===== src/rtl/cpu_pkg.sv =====
// Shared CPU definitions: fetch FSM state type, register-file destination
// constant and the opcode immediate-length table used by fetch_unit.
package cpu_pkg;

    typedef enum logic [2:0] {
        FETCH_OP     = 3'd0,
        FETCH_CB     = 3'd1,
        FETCH_IMM_LO = 3'd2,
        FETCH_IMM_HI = 3'd3,
        WAIT_ACK     = 3'd4
    } fetch_state_t;

    // Register-file destination that shifts a byte into the data1/data2 pair.
    localparam logic [3:0] REG_DST_DATA = 4'b1100;
    localparam logic [7:0] OP_CB_PREFIX = 8'hCB;

    function automatic logic [1:0] imm_len_of(input logic [7:0] op);
        logic [1:0] len;
        len = 2'd0;
        case (op)
            8'h01, 8'h08, 8'h11, 8'h21, 8'h31, 8'hC2, 8'hC3, 8'hC4, 8'hCA,
            8'hCC, 8'hCD, 8'hD2, 8'hD4, 8'hDA, 8'hDC, 8'hEA, 8'hFA:
                len = 2'd2;
            8'h06, 8'h0E, 8'h10, 8'h16, 8'h18, 8'h1E, 8'h20, 8'h26, 8'h28,
            8'h2E, 8'h30, 8'h36, 8'h38, 8'h3E, 8'hC6, 8'hCE, 8'hD6, 8'hDE,
            8'hE0, 8'hE6, 8'hE8, 8'hEE, 8'hF0, 8'hF6, 8'hF8, 8'hFE:
                len = 2'd1;
            default:
                len = 2'd0;
        endcase
        return len;
    endfunction

endpackage


===== src/rtl/fetch_unit.sv =====
// Instruction fetch stage: owns the pc, fetches opcode (+ optional CB byte) and
// streams immediates into the register file. CB handling under FETCH_CB_PREFIX_EN.
//
// state        | meaning
// FETCH_OP     | read opcode byte at pc
// FETCH_CB     | read second opcode byte after a CB prefix
// FETCH_IMM_LO | write low immediate byte into the register file
// FETCH_IMM_HI | write high immediate byte into the register file
// WAIT_ACK     | instruction presented, waiting for the executor
module fetch_unit
    import cpu_pkg::*;
#(
    parameter logic [15:0] RESET_PC = 16'h0000
) (
    input  logic        clk,
    input  logic        reset,
    input  logic        cpu_en,
    output logic [15:0] mem_addr,
    output logic        mem_rd,
    input  logic [7:0]  mem_rdata,
    output logic        reg_write,
    output logic [3:0]  reg_dst,
    output logic [7:0]  reg_wdata,
    output logic [7:0]  opcode,
    output logic        cb_prefix,
    output logic [1:0]  imm_len,
    output logic        instr_valid,
    input  logic        instr_ack,
    output logic [15:0] pc,
    input  logic        pc_load,
    input  logic [15:0] pc_wdata
);

    fetch_state_t state_q;
    logic [15:0]  pc_q;
    logic [7:0]   opcode_q;
    logic [1:0]   imm_len_q;
    logic         valid_q;
`ifdef FETCH_CB_PREFIX_EN
    logic         cb_prefix_q;
`endif

    logic [15:0]  pc_inc_d;
    logic [1:0]   op_len_d;
    logic         active_d;

    always_comb begin
        pc_inc_d = pc_q + 16'd1;
        op_len_d = imm_len_of(mem_rdata);
`ifndef FETCH_CB_PREFIX_EN
        // Without prefix support, CB carries a single immediate byte.
        if (mem_rdata == OP_CB_PREFIX) begin
            op_len_d = 2'd1;
        end
`endif
        // A redirect suppresses any bus or register-file activity this cycle.
        active_d  = cpu_en && !pc_load && !reset;
        mem_rd    = active_d && (state_q != WAIT_ACK);
        reg_write = active_d && ((state_q == FETCH_IMM_LO) || (state_q == FETCH_IMM_HI));
    end

    always_ff @(posedge clk) begin
        if (reset) begin
            state_q   <= FETCH_OP;
            pc_q      <= RESET_PC;
            opcode_q  <= 8'h00;
            imm_len_q <= 2'd0;
            valid_q   <= 1'b0;
`ifdef FETCH_CB_PREFIX_EN
            cb_prefix_q <= 1'b0;
`endif
        end else if (cpu_en) begin
            if (pc_load) begin
                pc_q    <= pc_wdata;
                state_q <= FETCH_OP;
                valid_q <= 1'b0;
            end else begin
                case (state_q)
                    FETCH_OP: begin
                        opcode_q <= mem_rdata;
                        pc_q     <= pc_inc_d;
`ifdef FETCH_CB_PREFIX_EN
                        cb_prefix_q <= 1'b0;
                        if (mem_rdata == OP_CB_PREFIX) begin
                            imm_len_q <= 2'd0;
                            state_q   <= FETCH_CB;
                        end else
`endif
                        begin
                            imm_len_q <= op_len_d;
                            if (op_len_d == 2'd0) begin
                                state_q <= WAIT_ACK;
                                valid_q <= 1'b1;
                            end else begin
                                state_q <= FETCH_IMM_LO;
                            end
                        end
                    end
`ifdef FETCH_CB_PREFIX_EN
                    FETCH_CB: begin
                        opcode_q    <= mem_rdata;
                        cb_prefix_q <= 1'b1;
                        imm_len_q   <= 2'd0;
                        pc_q        <= pc_inc_d;
                        state_q     <= WAIT_ACK;
                        valid_q     <= 1'b1;
                    end
`endif
                    FETCH_IMM_LO: begin
                        pc_q <= pc_inc_d;
                        if (imm_len_q == 2'd2) begin
                            state_q <= FETCH_IMM_HI;
                        end else begin
                            state_q <= WAIT_ACK;
                            valid_q <= 1'b1;
                        end
                    end
                    FETCH_IMM_HI: begin
                        pc_q    <= pc_inc_d;
                        state_q <= WAIT_ACK;
                        valid_q <= 1'b1;
                    end
                    WAIT_ACK: begin
                        if (instr_ack) begin
                            state_q <= FETCH_OP;
                            valid_q <= 1'b0;
                        end
                    end
                    default: begin
                        state_q <= FETCH_OP;
                        valid_q <= 1'b0;
                    end
                endcase
            end
        end
    end

    assign mem_addr    = pc_q;
    assign pc          = pc_q;
    assign reg_dst     = REG_DST_DATA;
    assign reg_wdata   = mem_rdata;
    assign opcode      = opcode_q;
    assign imm_len     = imm_len_q;
    assign instr_valid = valid_q;
`ifdef FETCH_CB_PREFIX_EN
    assign cb_prefix   = cb_prefix_q;
`else
    assign cb_prefix   = 1'b0;
`endif

endmodule


===== config.mk =====
export PLATFORM = sky130hd
export DESIGN_NAME = fetch_unit
export DESIGN_NICKNAME = d
export VERILOG_FILES = /design/src/rtl/cpu_pkg.sv /design/src/rtl/fetch_unit.sv
export SDC_FILE = /design/constraint.sdc
export NUM_CORES = 1
export LEC_CHECK = 0
export CAP_MARGIN = 20
export CORE_ASPECT_RATIO = 0.7
export CORE_MARGIN = 3
export CORE_UTILIZATION = 43
export DETAILED_ROUTE_END_ITERATION = 10
export GPL_TIMING_DRIVEN = 0
export PLACE_DENSITY = 0.82
export SETUP_SLACK_MARGIN = 0.3
export SLEW_MARGIN = 0
export SYNTH_ARGS = -nofsm -noshare
export SYNTH_HDL_FRONTEND = slang
export SYNTH_SLANG_ARGS = --single-unit

===== constraint.sdc =====
create_clock -name clk -period 4.35 [get_ports clk]
set_clock_uncertainty 0.2 [all_clocks]
set_input_delay 0.87 -clock clk [delete_from_list [all_inputs] [get_ports clk]]
set_output_delay 0.87 -clock clk [all_outputs]
set_load 0.01 [all_outputs]

==> reports/qor.yml <==
end_kind: "output port"
finalInstanceArea_um2: 2920
async_reset_ff_share_pct: 0
grt_pass1_vias: 1977
max_slew_margin_pct: 61.3
p_leak_nw: 1.15
routabilityCongestion: 0.824
crit_chain: "clkdlybuf4s50_1, clkbuf_1, nor2_1, and3_1, clkdlybuf4s50_1"
setup_viol: 0
drc: 0
instances_no_fill: 405
synth_edf_count: 0
wl_met1_um: 2720
synth_cell_types: 53
initial_core_util_pct: 47.5
period_needed_ns: 3.65
power.total_uw: 731
clkSlewWorstSetupHoldPaths_ns: 0.06
powerDensity_nw_per_um2: 251
cts_sinks: 30
cts_buffer_depth: 2
setup_tns_ns: 0
run_status: "finished clean"
ctsHoldBuffers: 0
cp.required_ns: 3.28
cts_made_buffers: 5
antenna_cells: 0
routed.top_layer: "met4"
rows: 19
viasPerCell: 5.39
syn_area_um2: 1970
drv_slew: 0
place_ws_ns: 0.711
syn_inst: 264
grtUsageTotal_pct: 21.4
timing.final.ws_setup_ns: 0.696
max_cap_viol_count: 0
clock_latency_ns: 0.28
synth_seq_cells: 30
rsz0062_at_grt: "false"
wirelength_um: 6020
pin_count: 87
cts_tree: "built"
drt_iter0_markers: 170
place_inst: 398
max_freq_mhz: 274
ant_nets: 0
placed_cell_area_um2: 2840
crit_type: "input pin to output port"
yosys_warnings: 0
wl_met2_um: 2670
antenna_found_initial: 0
finalHoldViolCount: 0
worst_slew_pin_slew_ns: 0.581
max_stage_delay_ns: 0.50
cpMostUsedCell: "clkdlybuf4s50_1"
fin_nets: 383
dieWidth_um: 87.0
dp_hpwl_um: 4520
grt_start_max_net_pins: 11
critPathMaxFanout: 10
drive_above_1_share_pct: 12.5
clockRootBuffer: "clkbuf_8"
startpoint_type: "input pin"
dieArea_um2: 5450
grt_pass1_wl_um: 9540
num_vias: 2183
vdd_ir_drop_max_mv: 0.193
synthFlopType: "dfxtp_1"
wl_met3_um: 601
final_cell_mix: "clkdlybuf4s50_1, nand2_1, nor2_1"
whs_path_depth: 2
area_growth_pct: 47.8
core_area_um2: 4160
io_buffer_count: 79
avgSynthCellArea_um2: 7.48
wire_per_inst_um: 14.9
fin_crit_sh_pct: 84.0
post_cts_resized: 0
final_common_cell: "clkdlybuf4s50_1"
htreeDepth: 2
postCtsSetupRepairBufs: 0
drtPass1Iterations: 5
slowest_stage: "clkdlybuf4s50_1"
die_height_um: 62.7
reg2reg_depth: 6
cp.arrival_ns: 2.58
synth_seq_area_share_pct: 30.4
grt-ovfl-total: 0
hold_path_class: "flop to flop"
[worst max-delay path, delay by kind of cell]
kind | cells | cell delay (ns)
buffers and inverters | 3 | 1.36
and+or+nand+nor | 2 | 0.35
[sequential cells by signal, summed over array words and instances, names as in the netlist]
register / flops
imm_len: 2
instr_valid: 1
mem_addr: 16
opcode: 8
state_q: 3
[Yosys cell counts, drive strengths merged (3+ instances only)]
library cell  count  area share, %
nor3              8            2.3
inv               9            1.7
and3              6            2.2
a211oi            4            1.5
dfxtp            30             30
nand2b            4            1.3
clkbuf           10            1.9
nand3             5            1.3
o21ai            12            3.0
a32oi             3            1.3
nor2             31            5.9
o31ai             6            2.3
nand2            33            6.3
a21oi            21            5.5
buf              32             12
a31oi             5            1.6
o221a             3            2.2
a22oi             5            1.9
[worst paths after layout]
| kind | start | slack (ns) | end |
|---|---|---|---|
| min reg2reg | opcode[6] | 0.25 | opcode[6] |
| max | pc_load | 0.70 | mem_rd |
| min | opcode[6] | 0.25 | opcode[6] |
| max reg2reg | mem_addr[0] | 2.00 | mem_addr[14] |
[layout make-up]
cell class	count	area [um2]
Sequential cell	30	601
Fill cell	353	1240
Multi-Input combinational cell	186	1080
Timing Repair Buffer	79	791
Buffer	42	272
Clock buffer	7	76.3
Tap cell	52	65.1
Inverter	9	33.8
[routing by layer]
layer | GRT usage [%] | up-vias
met3 | 5.01 | 4
met1 | 30.7 | 975
met2 | 32.5 | 124
li1 | - | 1080
met5 | 0 | -
met4 | 4.67 | 0
[logic make-up (layout without fill, tap and decap cells)]
kind of cell    count (synthesis)  after routing  share of synthesized area (%)
compound gates                 77             77                           27.0
xor+xnor                        1              1                          0.444
fa+ha+maj                       1              1                          0.634
buf+inv                        51            137                           15.5
flops                          30             30                           30.4
mux                             2              2                           1.01
other cells                     2              5                          0.380
simple gates                  100            100                           24.7
[report_power, final]
part           switching [mW]  internal, mW
Clock                   0.101         0.110
Combinational          0.0935         0.117
Sequential             0.0192         0.291
[through the flow]
step	hold slack (ns)	util (%)
floorplan	0.281	-
global route	0.273	70.1
CTS	0.258	70.1
global placement	0.242	68.3
detailed placement	0.248	68.3
finish	0.254	70.1
No activity file was read; power rests on OpenSTA's default activity.
